--- config.mk ---
export PLATFORM = sky130hd
export DESIGN_NAME = conv_window_ctrl
export DESIGN_NICKNAME = d
export VERILOG_FILES = /design/src/rtl/conv_pkg.sv /design/src/rtl/conv_pos_counter.sv /design/src/rtl/conv_window_ctrl.sv
export SDC_FILE = /design/constraint.sdc
export NUM_CORES = 1
export LEC_CHECK = 0
export BUFFER_PORTS_ARGS = -buffer_cell sky130_fd_sc_hd__buf_2
export CAP_MARGIN = 20
export CORE_ASPECT_RATIO = 1.1
export CORE_UTILIZATION = 50
export CTS_CLUSTER_SIZE = 16
export DETAILED_ROUTE_END_ITERATION = 10
export GPL_ROUTABILITY_DRIVEN = 0
export PLACE_DENSITY_LB_ADDON = 0.12
export SLEW_MARGIN = 20
export SYNTH_ARGS = -nofsm -noshare
export SYNTH_HDL_FRONTEND = slang
export SYNTH_SLANG_ARGS = --single-unit
export TNS_END_PERCENT = 50
--- constraint.sdc ---
create_clock -name clk -period 8.36 [get_ports clk]
set_input_delay 1.254 -clock clk [delete_from_list [all_inputs] [get_ports clk]]
set_output_delay 1.254 -clock clk [all_outputs]
set_load 0.02 [all_outputs]
--- src/rtl/conv_pkg.sv ---
// Shared constants for the 3x3 convolution window sequencer.
// State encoding, window geometry and default widths.
package conv_pkg;

   localparam int ADDR_BIT_DEF = 5;
   localparam int DIM_BIT_DEF  = 8;

   // Pixels buffered beyond two full rows before a window is complete
   localparam int NEED_OFS = 3;
   // Window edge length; the last WIN_SIZE-1 columns of a row are wrap windows
   localparam int WIN_SIZE = 3;

   typedef enum logic [1:0] {
      IDLE  = 2'd0,
      RUN   = 2'd1,
      DRAIN = 2'd2,
      DONE  = 2'd3
   } state_t;

endpackage

--- src/rtl/conv_pos_counter.sv ---
// Row/column position counter: column wraps at col_lim and carries into row.
// Synchronous clear restarts both at (0,0).
module conv_pos_counter
   import conv_pkg::*;
#(
   parameter int COL_BIT = ADDR_BIT_DEF,
   parameter int ROW_BIT = DIM_BIT_DEF
) (
   input  logic               clk,
   input  logic               rst,
   input  logic               clr,
   input  logic               en,
   input  logic [COL_BIT-1:0] col_lim,
   output logic [COL_BIT-1:0] col,
   output logic [ROW_BIT-1:0] row
);

   // Advance column on enable; wrap to 0 and bump row at the last column
   always_ff @(posedge clk) begin
      if (rst || clr) begin
         col <= '0;
         row <= '0;
      end else if (en) begin
         if (col == col_lim) begin
            col <= '0;
            row <= row + 1'b1;
         end else begin
            col <= col + 1'b1;
         end
      end
   end

endmodule

--- src/rtl/conv_window_ctrl.sv ---
// Sequencer for the 3x3 sliding-window line FIFO.
// Optional stall counter enabled by CONV_WINDOW_CTRL_PERF_EN.
module conv_window_ctrl
   import conv_pkg::*;
#(
   parameter int ADDR_BIT = ADDR_BIT_DEF,
   parameter int DIM_BIT  = DIM_BIT_DEF,
   parameter int CNT_BIT  = ADDR_BIT + DIM_BIT
) (
   input  logic                clk,
   input  logic                rst,
   input  logic                start,
   input  logic [ADDR_BIT-1:0] row_len,
   input  logic [DIM_BIT-1:0]  col_len,
   input  logic                pix_valid,
   output logic                pix_ready,
   output logic                fifo_wen,
   output logic                fifo_ren,
   input  logic                fifo_full,
   input  logic                fifo_empty,
   output logic                win_valid,
   input  logic                win_ready,
   output logic [DIM_BIT-1:0]  win_row,
   output logic [ADDR_BIT-1:0] win_col,
   output logic                busy,
`ifdef CONV_WINDOW_CTRL_PERF_EN
   output logic [15:0]         stall_cnt,
`endif
   output logic                done
);

   state_t              state;
   logic [ADDR_BIT-1:0] r_len;
   logic [CNT_BIT-1:0]  total;
   logic [CNT_BIT-1:0]  nread;
   logic [CNT_BIT-1:0]  need;
   logic [CNT_BIT-1:0]  wr_cnt;
   logic [CNT_BIT-1:0]  rd_cnt;
   logic [ADDR_BIT-1:0] col;
   logic [DIM_BIT-1:0]  row;

   logic [CNT_BIT-1:0]  row_ext;
   logic [CNT_BIT-1:0]  col_ext;
   logic [ADDR_BIT-1:0] col_lim;
   logic                start_ok;
   logic                active;
   logic                wr_done;
   logic                avail;
   logic                keep;
   logic                drain_go;

   assign row_ext  = CNT_BIT'(row_len);
   assign col_ext  = CNT_BIT'(col_len);
   assign col_lim  = r_len - ADDR_BIT'(1);
   assign start_ok = (state == IDLE) && start;
   assign active   = (state == RUN) || (state == DRAIN);
   assign wr_done  = (wr_cnt == total);
   assign busy     = (state != IDLE);

   assign pix_ready = active && (wr_cnt < total) && !fifo_full;
   assign fifo_wen  = pix_valid && pix_ready;

   // Either a full window is buffered or the frame tail is all in the FIFO
   assign avail = ((wr_cnt - rd_cnt) >= need) || wr_done;

   // Never read over a window the consumer has not taken yet
   assign fifo_ren = (state == RUN) && avail && (rd_cnt < nread)
                     && !fifo_empty && (!win_valid || win_ready);

   // The last two columns of each row form wrap-around windows
   assign keep     = col < (r_len - ADDR_BIT'(WIN_SIZE - 1));
   assign drain_go = !win_valid || win_ready;

   conv_pos_counter #(
      .COL_BIT (ADDR_BIT),
      .ROW_BIT (DIM_BIT)
   ) u_pos (
      .clk     (clk),
      .rst     (rst),
      .clr     (start_ok),
      .en      (fifo_ren),
      .col_lim (col_lim),
      .col     (col),
      .row     (row)
   );

   // Frame FSM, pixel counters and registered window tags
   always_ff @(posedge clk) begin
      if (rst) begin
         state     <= IDLE;
         r_len     <= '0;
         total     <= '0;
         nread     <= '0;
         need      <= '0;
         wr_cnt    <= '0;
         rd_cnt    <= '0;
         win_valid <= 1'b0;
         win_row   <= '0;
         win_col   <= '0;
         done      <= 1'b0;
      end else begin
         done <= 1'b0;
         if (fifo_wen)
            wr_cnt <= wr_cnt + 1'b1;
         if (fifo_ren) begin
            rd_cnt    <= rd_cnt + 1'b1;
            win_valid <= keep;
            win_row   <= row;
            win_col   <= col;
         end else if (win_ready) begin
            win_valid <= 1'b0;
         end
         unique case (state)
            IDLE: begin
               if (start) begin
                  r_len  <= row_len;
                  total  <= row_ext * col_ext;
                  nread  <= row_ext * (col_ext - CNT_BIT'(WIN_SIZE - 1));
                  need   <= (row_ext << 1) + CNT_BIT'(NEED_OFS);
                  wr_cnt <= '0;
                  rd_cnt <= '0;
                  state  <= RUN;
               end
            end
            RUN: begin
               if ((rd_cnt == nread) && wr_done)
                  state <= DRAIN;
            end
            DRAIN: begin
               if (drain_go) begin
                  state <= DONE;
                  done  <= 1'b1;
               end
            end
            DONE: state <= IDLE;
            default: state <= IDLE;
         endcase
      end
   end

`ifdef CONV_WINDOW_CTRL_PERF_EN
   // Saturating count of RUN cycles where a read was due but did not issue
   always_ff @(posedge clk) begin
      if (rst || start_ok)
         stall_cnt <= '0;
      else if ((state == RUN) && avail && !fifo_ren && (stall_cnt != 16'hFFFF))
         stall_cnt <= stall_cnt + 16'd1;
   end
`endif

endmodule

# After elaboration in Yosys (flattened, before gate mapping)
# Index checks and enable logic that the tools add are counted.
dict set report word_totals {
  register_bits 100
  elab_cells 75
}
dict set report op_classes {
  addsub 9
  multipliers 2
  order_cmp 4
  n_eq_ne 9
  n_mux 14
  n_bitwise 1
  reduce_logical 23
}
# op count
set ops {}
lappend ops {{2-to-1 mux 13 bit} 6}
lappend ops {{adder 13 x 1 -> 13 bit, second input constant} 2}
lappend ops {{== test 13 bit} 2}
lappend ops {{< comparator 13 bit} 2}
lappend ops {{>= comparator 13 bit} 1}
lappend ops {{multiplier 5 x 8 -> 13 bit} 1}
lappend ops {{multiplier 6 x 9 -> 13 bit} 1}
lappend ops {{subtractor 13 bit} 1}
lappend ops {{logical AND 1 bit} 9}
lappend ops {{subtractor 8 x 2 -> 9 bit, second input constant} 1}
lappend ops {{adder 8 x 1 -> 8 bit, second input constant} 1}
lappend ops {{one-hot mux 2 bit (4 select lines)} 1}
lappend ops {{adder 6 x 2 -> 7 bit, second input constant} 1}
lappend ops {{2-to-1 mux 2 bit} 3}
lappend ops {{adder 5 x 1 -> 5 bit, second input constant} 1}
lappend ops {{== test 5 bit} 1}
lappend ops {{< comparator 5 bit} 1}
lappend ops {{2-to-1 mux 5 bit} 1}
lappend ops {{subtractor 5 x 1 -> 5 bit, second input constant} 1}
lappend ops {{subtractor 5 x 2 -> 5 bit, second input constant} 1}
lappend ops {{== test 2 bit, second input constant} 2}
lappend ops {{logical OR 1 bit} 4}
lappend ops {{!= test 2 bit, second input constant} 2}
lappend ops {{AND reduction 2 bit} 2}
lappend ops {{9 further kinds} 14}

# Longest topological paths before layout
# Gate-level depths: netlist of the first run.
dict set report depth {
  ltp_word 10
  mapped_depth 20
  depth_no_buf 20
}

# Modules after synthesis
# From an unflattened synthesis of the first run, not the netlist that was laid out.
dict set report hier_totals {
  hier_cells 1023
  area_unflattened_um2 8424.3
}
# mod n_inst cells_each area_per_inst_um2
set modules_own_cells {}
lappend modules_own_cells {conv_window_ctrl 1 949 7766.2}
lappend modules_own_cells {conv_pos_counter 1 74 658.1}

# Least setup slack after synthesis of the first run
# No wires, ideal clock.
dict set report synth_timing {
  path_type {input -> register}
  start {input port col_len[3]}
  end {register nread[12]}
  setup_ns 0.070
  t_arrival_ns 5.186
  required_ns 8.290
  setup_slack_ns 3.104
  path_stages 19
  cell_sequence {clkbuf_1 > nor2_1 > nand2_1 > xor2_1 > nor2b_1 > fa_1 > inv_1 > fa_1 > fa_1 > inv_1 > ha_1 > a21oi_1 > o21bai_1 > a2111oi_0 > nor3_1 > a31oi_1 > xnor2_1 > nand2_1 > a21oi_1}
}
dict set report synth_between {
  elab_chain_len 2
}
# element line
set synth_rtl {}
lappend synth_rtl {{start: declaration} conv_window_ctrl.sv:14} ;# input logic [DIM_BIT-1:0] col_len,
lappend synth_rtl {{subtractor 8 x 2 -> 9 bit} conv_window_ctrl.sv:118} ;# nread <= row_ext * (col_ext - CNT_BIT'(WIN_SIZE - 1));
lappend synth_rtl {{multiplier 6 x 9 -> 13 bit} conv_window_ctrl.sv:118}
lappend synth_rtl {{end signal: assignment} conv_window_ctrl.sv:118}
lappend synth_rtl {{end: declaration} conv_window_ctrl.sv:35} ;# logic [CNT_BIT-1:0] nread;
# Every way passes these cells.
# A chain may end at the register's enable or synchronous reset.

# Final worst setup path of the first run
dict set report layout_timing {
  start {register rd_cnt[2]}
  end {output port fifo_ren}
}
dict set report layout_between {
  elab_chain_len 7
  word_cells_on_any_way 8
}
# element line
set layout_rtl {}
lappend layout_rtl {{start: declaration} conv_window_ctrl.sv:38} ;# logic [CNT_BIT-1:0] rd_cnt;
lappend layout_rtl {{start signal: assignment} conv_window_ctrl.sv:106} ;# rd_cnt <= rd_cnt + 1'b1;
lappend layout_rtl {{subtractor 13 bit} conv_window_ctrl.sv:64} ;# assign avail = ((wr_cnt - rd_cnt) >= need) || wr_done;
lappend layout_rtl {{>= comparator 13 bit} conv_window_ctrl.sv:64}
lappend layout_rtl {{logical OR 1 bit} conv_window_ctrl.sv:64}
lappend layout_rtl {{logical AND 1 bit} conv_window_ctrl.sv:67} ;# assign fifo_ren = (state == RUN) && avail && (rd_cnt < nread)
lappend layout_rtl {{logical AND 1 bit *} conv_window_ctrl.sv:67}
lappend layout_rtl {{logical AND 1 bit * (2 in a row)} conv_window_ctrl.sv:68} ;# && !fifo_empty && (!win_valid || win_ready);
lappend layout_rtl {{end: declaration} conv_window_ctrl.sv:18} ;# output logic fifo_ren,
# Mark *: on every way between the ends. The rest lies on a longest branch, timed or not.

==> metrics.cfg, run 1 <==
[synth]
synth_top_area_cell = dfxtp_1
ys_seq_area_share_pct = 22.20
netlist.area_leader.share_pct = 22.20
synthCells = 1015
ys.flop_type = dfxtp_1
async_reset_ff_share_pct = 0
synth.avg_cell_area_um2 = 8.264
syn_nets = 1185
synth_edf_count = 0
ys_seq_elements = 93
ys_types = 61
netlist_area_um2 = 8388
synth_area_leaders = dfxtp_1 (22%), ha_1 (16%), fa_1 (11%), inv_1 (5.6%), nand2_1 (5.0%)
synth_warnings = 0

[min_path]
worstHoldPathCells = 2
hp-class = reg2reg

[cells_and_area]
mostFrequentLayoutCell = inv_1
design_area_um2 = 9000
area_delta_synth_final_pct = 7.294
drive_gt1_share_pct = 7.329
nNetsFinal = 1202
fin_util_pct = 54.98
final.fill_count = 1572
final_cell_mix = inv_1 (125), nand2_1 (112), ha_1 (106)
n_antenna_cell = 0

[global_routing]
antenna_found_initial = 0
grt_overflow = 0
grt_pass1_vias = 6185
grt_max_degree = 57
grt.total_usage_pct = 22.55
grt_pass1_wl_um = 30720

[job]
max_cap_viol_count = 0

[sta]
fmaxAchievable_ghz = 0.1713
slew_headroom_pct = 28.43
tightest_slew_ns = 1.069
setup_viol = 0
hold_viol_final = 0
setup-tns-final_ns = 0
drv_slew = 0
fin_crit_sh_pct = 69.82
period_needed_ns = 5.837
skew_ns = 0.01068
rsz0062_at_grt = false

[clock_tree]
clkSlewWorstSetupHoldPaths_ns = 0.07
clk_latency_ns = 0.35
post_cts_resized = 0
root_buffer = clkbuf_16
cts_hold_buffers = 0
cts_tree = yes
ctsHtreeMaxLevel = 3
clockBufferDepth = 2
clock_sinks = 93
cts_buffers = 9
post_cts_buffers = 0

[route]
post_drt_wl_per_cell_um = 14.98
drt_pre_antenna_iters = 8
ant_nets = 0
drt_iter0_markers = 301
vias_per_cell = 5.326
drc = 4
drt-total-wl_um = 18590
via_count = 6610

[worst_setup_path]
crit_arrival_ns = 4.58
end_kind = primary output
path_depth = 16
cpMostUsedCell = o21ai_0
crit_buf_inv = 3
path_delay_family = compound AO/OA/AOI/OAI gates
crit_type = reg2out
reg2reg_depth = 16
crit_slowest_cell = o21ai_4
start_kind = flip-flop
required_ns = 7.11
slowest_delay_ns = 0.88
worst-path-max-fanout = 37
path_cells = inv_1 -> ha_1 -> o21ai_0 -> a21oi_2 -> o21ai_0 -> nor2b_1 -> xnor2_1 -> ha_1 -> a21o_1 -> a211oi_1 -> o21ai_0 -> nor4_4 -> nand4_4 -> o21ai_4 -> inv_1 -> buf_2

[power_and_ir_drop]
leakage_uw = 0.004117
pwr_density_cell_nw_per_um2 = 208.0
ir_drop_mv = 0.1488

[die]
die_w_um = 125.5
fp.dieArea_um2 = 17300
num_rows = 49
initial_core_util_pct = 51.24
fp.dieH_um = 137.8
fp.coreArea_um2 = 16370
io_pins = 39

[run_status]
violations = DRC
status = finished with violations

[placed_design]
io_buffers = 38
place.detailed.hpwl_um = 14480
placed_area_um2 = 8698

[worst paths after layout]
kind,from,to,slack (ns)
max reg2reg,rd_cnt[2],win_col[1],3.93
min reg2reg,nread[7],nread[7],0.45
min,nread[7],nread[7],0.45
max,rd_cnt[2],fifo_ren,2.52
[cell families after synthesis]
group	after synthesis	synth area share, %
AND/OR/NAND/NOR	357	21.87
AO/OA/AOI/OAI	174	13.38
buffers and inverters	163	7.771
adder cells (fa/ha/maj)	150	26.31
flip-flops	93	22.20
XOR/XNOR	57	5.952
multiplexers	21	2.521
[flip-flops by register name, indices dropped and copies added, names as in the netlist, 7 cells and up]
| name | count |
|---|---|
| u_pos.row | 8 |
| win_row | 8 |
| total | 13 |
| need | 7 |
| rd_cnt | 13 |
| nread | 12 |
| wr_cnt | 13 |
[layout make-up]
| cell class | count | area, um^2 | area share (%) |
|---|---|---|---|
| clock buffers | 9 | 225.2 | 2.502 |
| well taps | 204 | 255.2 | 2.836 |
| inverters | 125 | 469.2 | 5.213 |
| repair buffers | 44 | 235.2 | 2.614 |
| clock inverters | 7 | 76.32 | 0.8480 |
| flip-flops and latches | 93 | 1862 | 20.69 |
| multi-input cells | 759 | 5877 | 65.30 |
[through the flow]
step / power (uW) / worst slack, ns / cells / hold WS, ns
after global routing: 2033 / 2.147 / 1241 / 0.4683
after CTS: 1894 / 2.495 / 1241 / 0.4531
after global placement: 1461 / 2.662 / 1225 / 0.4385
after floorplan: 1280 / 3.104 / 1015 / 0.4319
final: 1872 / 2.523 / 1241 / 0.4500
after detailed placement: 1468 / 2.616 / 1225 / 0.4449
[cells in the mapped netlist (all sizes together) (7+ instances only)]
cell type	count
nand2	112
buf	12
clkbuf	26
inv	125
xor2	12
and3	11
ha	106
nor2	65
o21a	16
a21o	10
nand4	11
or4	7
nor2b	34
a211oi	14
and2	35
nor3	16
fa	44
xnor2	45
nand2b	11
a21oi	71
o21ai	25
nor4	8
o21bai	10
mux2i	20
dfxtp	93
nand3	24
[worst reg2reg max path, delay by kind of cell, from the launching register on]
| kind | cells | cell delay (ns) |
|---|---|---|
| buf+inv | 1 | 0.12 |
| xor+xnor | 1 | 0.13 |
| fa+ha+maj | 2 | 0.61 |
| flops | 1 | 0.44 |
| simple gates | 4 | 0.74 |
| mux | 1 | 0.29 |
| compound gates | 7 | 1.94 |
[power breakdown]
group          internal [uW]  leakage [uW]  switching, uW
registers                497      0.000755           33.7
clock network            213      0.000149            203
logic                    373       0.00321            553
[routing by layer]
| metal | GRT usage (%) | vias up | part of all wire (%) |
|---|---|---|---|
| li1 | - | 3432 | - |
| met1 | 29.09 | 3072 | 48 |
| met2 | 39.17 | 79 | 47 |
| met3 | 1.864 | 27 | 2.0 |
| met4 | 9.079 | 0 | 2.6 |
| met5 | 0 | - | 0 |
(Power assumes the default switching activity.)
==> run 2: changes to the inputs <==
==> constraint.sdc (replaced) <==
create_clock -name clk -period 5.2 [get_ports clk]
set_input_delay 0.78 -clock clk [delete_from_list [all_inputs] [get_ports clk]]
set_output_delay 0.78 -clock clk [all_outputs]
set_load 0.02 [all_outputs]
==> metrics.cfg, run 2 (same netlist as run 1, synthesis figures left out) <==
[run_status]
status = finished with violations  ; unchanged
violations = DRC  ; unchanged

[route]
vias_per_cell = 5.425  ; was 5.326
ant_nets = 0  ; unchanged
drc = 4  ; unchanged
drt_pre_antenna_iters = 7  ; was 8
drt-total-wl_um = 19120  ; was 18,590 um
post_drt_wl_per_cell_um = 15.30  ; was 14.98 um
drt_iter0_markers = 386  ; was 301
via_count = 6781  ; was 6,610

[power_and_ir_drop]
ir_drop_mv = 0.2369  ; was 0.1488 mV
leakage_uw = 0.004146  ; was 0.004117 uW
pwr_density_cell_nw_per_um2 = 331.9  ; was 208.0 nW/um^2

[worst_setup_path]
start_kind = flip-flop  ; unchanged
rr_startpoint = rd_cnt[2]  ; unchanged
crit_arrival_ns = 4.10  ; was 4.58 ns
slowest_delay_ns = 0.48  ; was 0.88 ns
required_ns = 4.42  ; was 7.11 ns
r2r-end = win_row[3]  ; was win_col[1]
crit_type = reg2out  ; unchanged
cpMostUsedCell = o21ai_0  ; unchanged
crit_slowest_cell = dfxtp_1  ; was o21ai_4
worst-path-max-fanout = 9  ; was 37
reg2reg_depth = 17  ; was 16
end_kind = primary output  ; unchanged
regToRegSetupSlack_ns = 0.82  ; was 3.93 ns
path_cells = inv_1 -> ha_1 -> o21ai_0 -> a21oi_2 -> o21ai_0 -> nor2b_1 -> xnor2_1 -> ha_1 -> a21o_1 -> a211oi_1 -> o21ai_0 -> nor4_4 -> nand4_4 -> o21ai_4 -> inv_1 -> buf_2  ; unchanged

[cells_and_area]
nNetsFinal = 1211  ; was 1,202
final_cell_mix = inv_1 (125), nand2_1 (112), ha_1 (106)  ; unchanged
mostFrequentLayoutCell = inv_1  ; unchanged
top_regs = rd_cnt x13, total x13, wr_cnt x13  ; unchanged
layoutNonFillerInstCount = 1250  ; was 1,241
design_area_um2 = 9052  ; was 9000 um^2
n_antenna_cell = 0  ; unchanged
final.fill_count = 1564  ; was 1,572
area_delta_synth_final_pct = 7.921  ; was 7.294%
drive_gt1_share_pct = 8.031  ; was 7.329%

[global_routing]
grt_overflow = 0  ; unchanged
antenna_found_initial = 0  ; unchanged
grt_pass1_wl_um = 31980  ; was 30,720 um
grt_pass1_vias = 6406  ; was 6,185
grt.total_usage_pct = 23.31  ; was 22.55%
grt_max_degree = 57  ; unchanged

[clock_tree]
post_cts_buffers = 0  ; unchanged
clkSlewWorstSetupHoldPaths_ns = 0.07  ; about the same
clk_latency_ns = 0.35  ; about the same
post_cts_resized = 0  ; unchanged
clockBufferDepth = 2  ; unchanged
clock_sinks = 93  ; unchanged
root_buffer = clkbuf_16  ; unchanged
cts_tree = yes  ; unchanged
cts_buffers = 9  ; unchanged
ctsHtreeMaxLevel = 3  ; unchanged
cts_hold_buffers = 0  ; unchanged

[placed_design]
placedCellCount = 1234  ; was 1,225
dpl_worst_slack_ns = 0.1162  ; was 2.616 ns
place.detailed.hpwl_um = 15050  ; was 14,480 um
io_buffers = 38  ; unchanged
placed_area_um2 = 8766  ; was 8698 um^2

[sta]
fin_crit_sh_pct = 93.91
fmaxAchievable_ghz = 0.2048
tightest_slew_ns = 0.7869  ; was 1.069 ns
skew_ns = 0.009002  ; was 0.01068 ns
slew_headroom_pct = 46.80  ; was 28.43%
period_needed_ns = 4.883
setup_viol = 0  ; unchanged
setup-tns-final_ns = 0  ; unchanged
drv_slew = 0  ; unchanged
rsz0062_at_grt = false  ; unchanged
hold_viol_final = 0  ; unchanged
setup_slack_ns = 0.3166  ; was 2.523 ns

[min_path]
hp-start = nread[12]  ; was nread[7]
hp-class = reg2reg  ; unchanged
worstHoldPathCells = 2  ; unchanged
hold_end = nread[12]  ; was nread[7]

[die]
fp.dieArea_um2 = 17300  ; unchanged
initial_core_util_pct = 51.24  ; unchanged
die_w_um = 125.5  ; unchanged
fp.dieH_um = 137.8  ; unchanged
num_rows = 49  ; unchanged
fp.coreArea_um2 = 16370  ; unchanged
io_pins = 39  ; unchanged

[job]
max_cap_viol_count = 0  ; unchanged

[run 2: cell count changes in the layout (fill, tap and decap cells not counted), sizes merged]
cell,previous run,this run
buf,44,53
clkbuf,9,11
clkinv,3,1
clkinvlp,0,2
inv,129,127
[run 2: worst max-delay path by stage]
stage,end,start,cells after the start,slack (ns)
final,fifo_ren,rd_cnt[2],16,0.32
after CTS,fifo_ren,rd_cnt[2],16,0.34
after detailed placement,nread[12],col_len[1],21,0.12
after floorplan,nread[12],col_len[3],19,0.42
after global placement,nread[12],col_len[1],19,0.18
after global routing,fifo_ren,rd_cnt[2],16,0.09
[run 2: per-stage QoR]
step           hold slack [ns]  total power [uW]  utilization (%)
3_3_place_gp            0.4406              2371            53.55
6_report                0.4543              3004            55.30
4_1_cts                 0.4538              3036            55.30
2_1_floorplan           0.4319              2058                -
3_5_place_dp            0.4453              2382            53.55
5_1_grt                 0.4775              3258            55.30
[run 2: area by class of cell]
class / count / area (um^2) / area share, %
Clock inverter: 5 / 43.79 / 0.4838
Inverter: 125 / 469.2 / 5.183
Multi-Input combinational cell: 759 / 5877 / 64.92
Clock buffer: 11 / 242.7 / 2.681
Sequential cell: 93 / 1862 / 20.57
Timing Repair Buffer: 53 / 302.8 / 3.345
Tap cell: 204 / 255.2 / 2.820
[run 2: routing by layer]
metal	GRT usage (%)	up-vias	wire length, um
li1	-	3457	-
met1	29.63	3218	8918
met2	41.94	83	9516
met3	2.175	23	379
met4	6.978	0	308
met5	0	-	0
[run 2: report_power, final]
group	internal, uW	switching [uW]	total, uW
clock	344	299	643
sequential	800	54.7	855
combinational	603	904	1510
total	1750	1260	3000
[run 2: critical path: cells and delay by family (launching register included)]
kind | cells | cell delay [ns]
AO/OA/AOI/OAI | 7 | 1.34
AND/OR/NAND/NOR | 3 | 0.76
flip-flops | 1 | 0.48
XOR/XNOR | 1 | 0.16
buffers and inverters | 3 | 0.37
adder cells (fa/ha/maj) | 2 | 0.63
==> run 3: changes to the inputs <==
--- a/config.mk
+++ b/config.mk
@@ -5,12 +5,12 @@
 export SDC_FILE = /design/constraint.sdc
 export NUM_CORES = 1
 export LEC_CHECK = 0
-export BUFFER_PORTS_ARGS = -buffer_cell sky130_fd_sc_hd__buf_2
 export CAP_MARGIN = 20
 export CORE_ASPECT_RATIO = 1.1
 export CORE_UTILIZATION = 50
 export CTS_CLUSTER_SIZE = 16
 export DETAILED_ROUTE_END_ITERATION = 10
+export DONT_BUFFER_PORTS = 1
 export GPL_ROUTABILITY_DRIVEN = 0
 export PLACE_DENSITY_LB_ADDON = 0.12
 export SLEW_MARGIN = 20
==> constraint.sdc (replaced) <==
create_clock -name clk -period 5.65 [get_ports clk]
set_input_delay 0.8475 -clock clk [delete_from_list [all_inputs] [get_ports clk]]
set_output_delay 0.8475 -clock clk [all_outputs]
set_load 0.02 [all_outputs]
==> metrics.cfg, run 3 (same netlist as run 1, synthesis figures left out) <==
[worst_setup_path]
crit_buf_inv = 2  ; was 3
crit_slowest_cell = dfxtp_1  ; unchanged
required_ns = 4.80  ; was 4.42 ns
path_cells = inv_1 -> ha_1 -> o21ai_0 -> a21oi_2 -> o21ai_0 -> nor2b_1 -> xnor2_1 -> ha_1 -> a21o_1 -> a211oi_1 -> o21ai_0 -> nor4_4 -> nand4_4 -> o21ai_4 -> inv_1  ; was inv_1 -> ha_1 -> o21ai_0 -> a21oi_2 -> o21ai_0 -> nor2b_1 -> xnor2_1 -> ha_1 -> a21o_1 -> a211oi_1 -> o21ai_0 -> nor4_4 -> nand4_4 -> o21ai_4 -> inv_1 -> buf_2
start_kind = flip-flop  ; unchanged
crit_arrival_ns = 4.01  ; was 4.10 ns
cpMostUsedCell = o21ai_0  ; unchanged
end_kind = primary output  ; unchanged
slowest_delay_ns = 0.46  ; was 0.48 ns
regToRegSetupSlack_ns = 1.28  ; was 0.82 ns
worst-path-max-fanout = 9  ; unchanged
crit_type = reg2out  ; unchanged
reg2reg_depth = 17  ; unchanged
path_depth = 15  ; was 16
path_delay_family = compound AO/OA/AOI/OAI gates  ; unchanged

[global_routing]
grt_pass1_vias = 6250  ; was 6,406
grt_max_degree = 57  ; unchanged
antenna_found_initial = 0  ; unchanged
grt_overflow = 0  ; unchanged
grt_pass1_wl_um = 31020  ; was 31,980 um
grt.total_usage_pct = 22.51  ; was 23.31%

[job]
max_cap_viol_count = 0  ; unchanged

[route]
drt_pre_antenna_iters = 7  ; unchanged
drt_iter0_markers = 533  ; was 386
ant_nets = 0  ; unchanged
post_drt_wl_per_cell_um = 15.31  ; was 15.30 um
vias_per_cell = 5.389  ; was 5.425
drc = 4  ; unchanged
via_count = 6494  ; was 6,781
drt-total-wl_um = 18450  ; was 19,120 um

[clock_tree]
cts_hold_buffers = 0  ; unchanged
clock_sinks = 93  ; unchanged
clockBufferDepth = 2  ; unchanged
ctsHtreeMaxLevel = 3  ; unchanged
root_buffer = clkbuf_16  ; unchanged
cts_buffers = 9  ; unchanged
cts_tree = yes  ; unchanged
clkSlewWorstSetupHoldPaths_ns = 0.07  ; about the same
post_cts_buffers = 0  ; unchanged
clk_latency_ns = 0.36  ; was 0.35 ns
post_cts_resized = 0  ; unchanged

[power_and_ir_drop]
pwr_density_cell_nw_per_um2 = 313.9  ; was 331.9 nW/um^2
ir_drop_mv = 0.2307  ; was 0.2369 mV
power_uw = 2775  ; was 3004 uW
leakage_uw = 0.003950  ; was 0.004146 uW

[sta]
setup_slack_ns = 0.7915  ; was 0.3166 ns
skew_ns = 0.01257  ; was 0.009002 ns
fin_crit_sh_pct = 85.99
rsz0062_at_grt = false  ; unchanged
slew_headroom_pct = 39.44  ; was 46.80%
fmaxAchievable_ghz = 0.2058
setup-tns-final_ns = 0  ; unchanged
hold_viol_final = 0  ; unchanged
drv_slew = 0  ; unchanged
tightest_slew_ns = 0.9050  ; was 0.7869 ns
whs_ns = 0.4468  ; was 0.4543 ns
setup_viol = 0  ; unchanged
period_needed_ns = 4.859

[cells_and_area]
mostFrequentLayoutCell = inv_1  ; unchanged
n_antenna_cell = 0  ; unchanged
area_delta_synth_final_pct = 5.385  ; was 7.921%
drive_gt1_share_pct = 3.996  ; was 8.031%
nNetsFinal = 1166  ; was 1,211
fin_util_pct = 54.00  ; was 55.30%
final_cell_mix = inv_1 (125), nand2_1 (112), ha_1 (106)  ; unchanged
top_regs = rd_cnt x13, total x13, wr_cnt x13  ; unchanged

[die]
fp.dieH_um = 137.8  ; unchanged
io_pins = 39  ; unchanged
fp.dieArea_um2 = 17300  ; unchanged
num_rows = 49  ; unchanged
initial_core_util_pct = 51.24  ; unchanged
fp.coreArea_um2 = 16370  ; unchanged
die_w_um = 125.5  ; unchanged

[placed_design]
dpl_worst_slack_ns = 0.5509  ; was 0.1162 ns
place.detailed.hpwl_um = 14220  ; was 15,050 um
io_buffers = 0  ; was 38

[min_path]
worstHoldPathCells = 2  ; unchanged
hp-class = reg2reg  ; unchanged

[run_status]
status = finished with violations  ; unchanged
violations = DRC  ; unchanged

run 3: cell types whose count changed in the layout (fill, tap and decap cells not counted), sizes merged:
cell / before / now
inv: 127 / 128
buf: 53 / 8
bufinv: 0 / 1
clkbuf: 11 / 9
clkinvlp: 2 / 1
clkinv: 1 / 2
run 3: worst min-delay path, cell delays in order, from the launching register on:
cell	delay [ns]
dfxtp_1	0.31
nand2_1	0.05
a21oi_1	0.05
run 3: where the power goes:
group,internal [uW],total (uW),switching (uW)
sequential,736,793,56.7
clock,354,649,295
combinational,536,1330,797
total,1630,2770,1150
run 3: worst paths after layout:
path              startpoint        end
setup / recovery   rd_cnt[2]   fifo_ren
hold / removal      nread[7]   nread[7]
setup reg to reg   rd_cnt[2]  rd_cnt[1]
hold reg to reg     nread[7]   nread[7]
run 3: through the flow:
step | area, um^2 | cells
after floorplan | 8388 | 1015
after global placement | 8523 | 1189
after detailed placement | 8523 | 1189
after CTS | 8840 | 1205
after global routing | 8840 | 1205
final | 8840 | 1205
run 3: final cells by class:
type / count / area, um^2
Clock buffer: 9 / 225.2
Timing Repair Buffer: 8 / 60.06
Clock inverter: 7 / 91.34
Fill cell: 1573 / 7530
Multi-Input combinational cell: 759 / 5877
Tap cell: 204 / 255.2
Sequential cell: 93 / 1862
Inverter: 125 / 469.2
run 3: layer usage:
| metal | part of all wire, % | up-vias | track usage (%) |
|---|---|---|---|
| met5 | 0 | - | 0 |
| met4 | 2.2 | 0 | 7.249 |
| li1 | - | 3364 | - |
| met3 | 2.6 | 26 | 3.107 |
| met1 | 49 | 3007 | 29.70 |
| met2 | 46 | 97 | 38.06 |
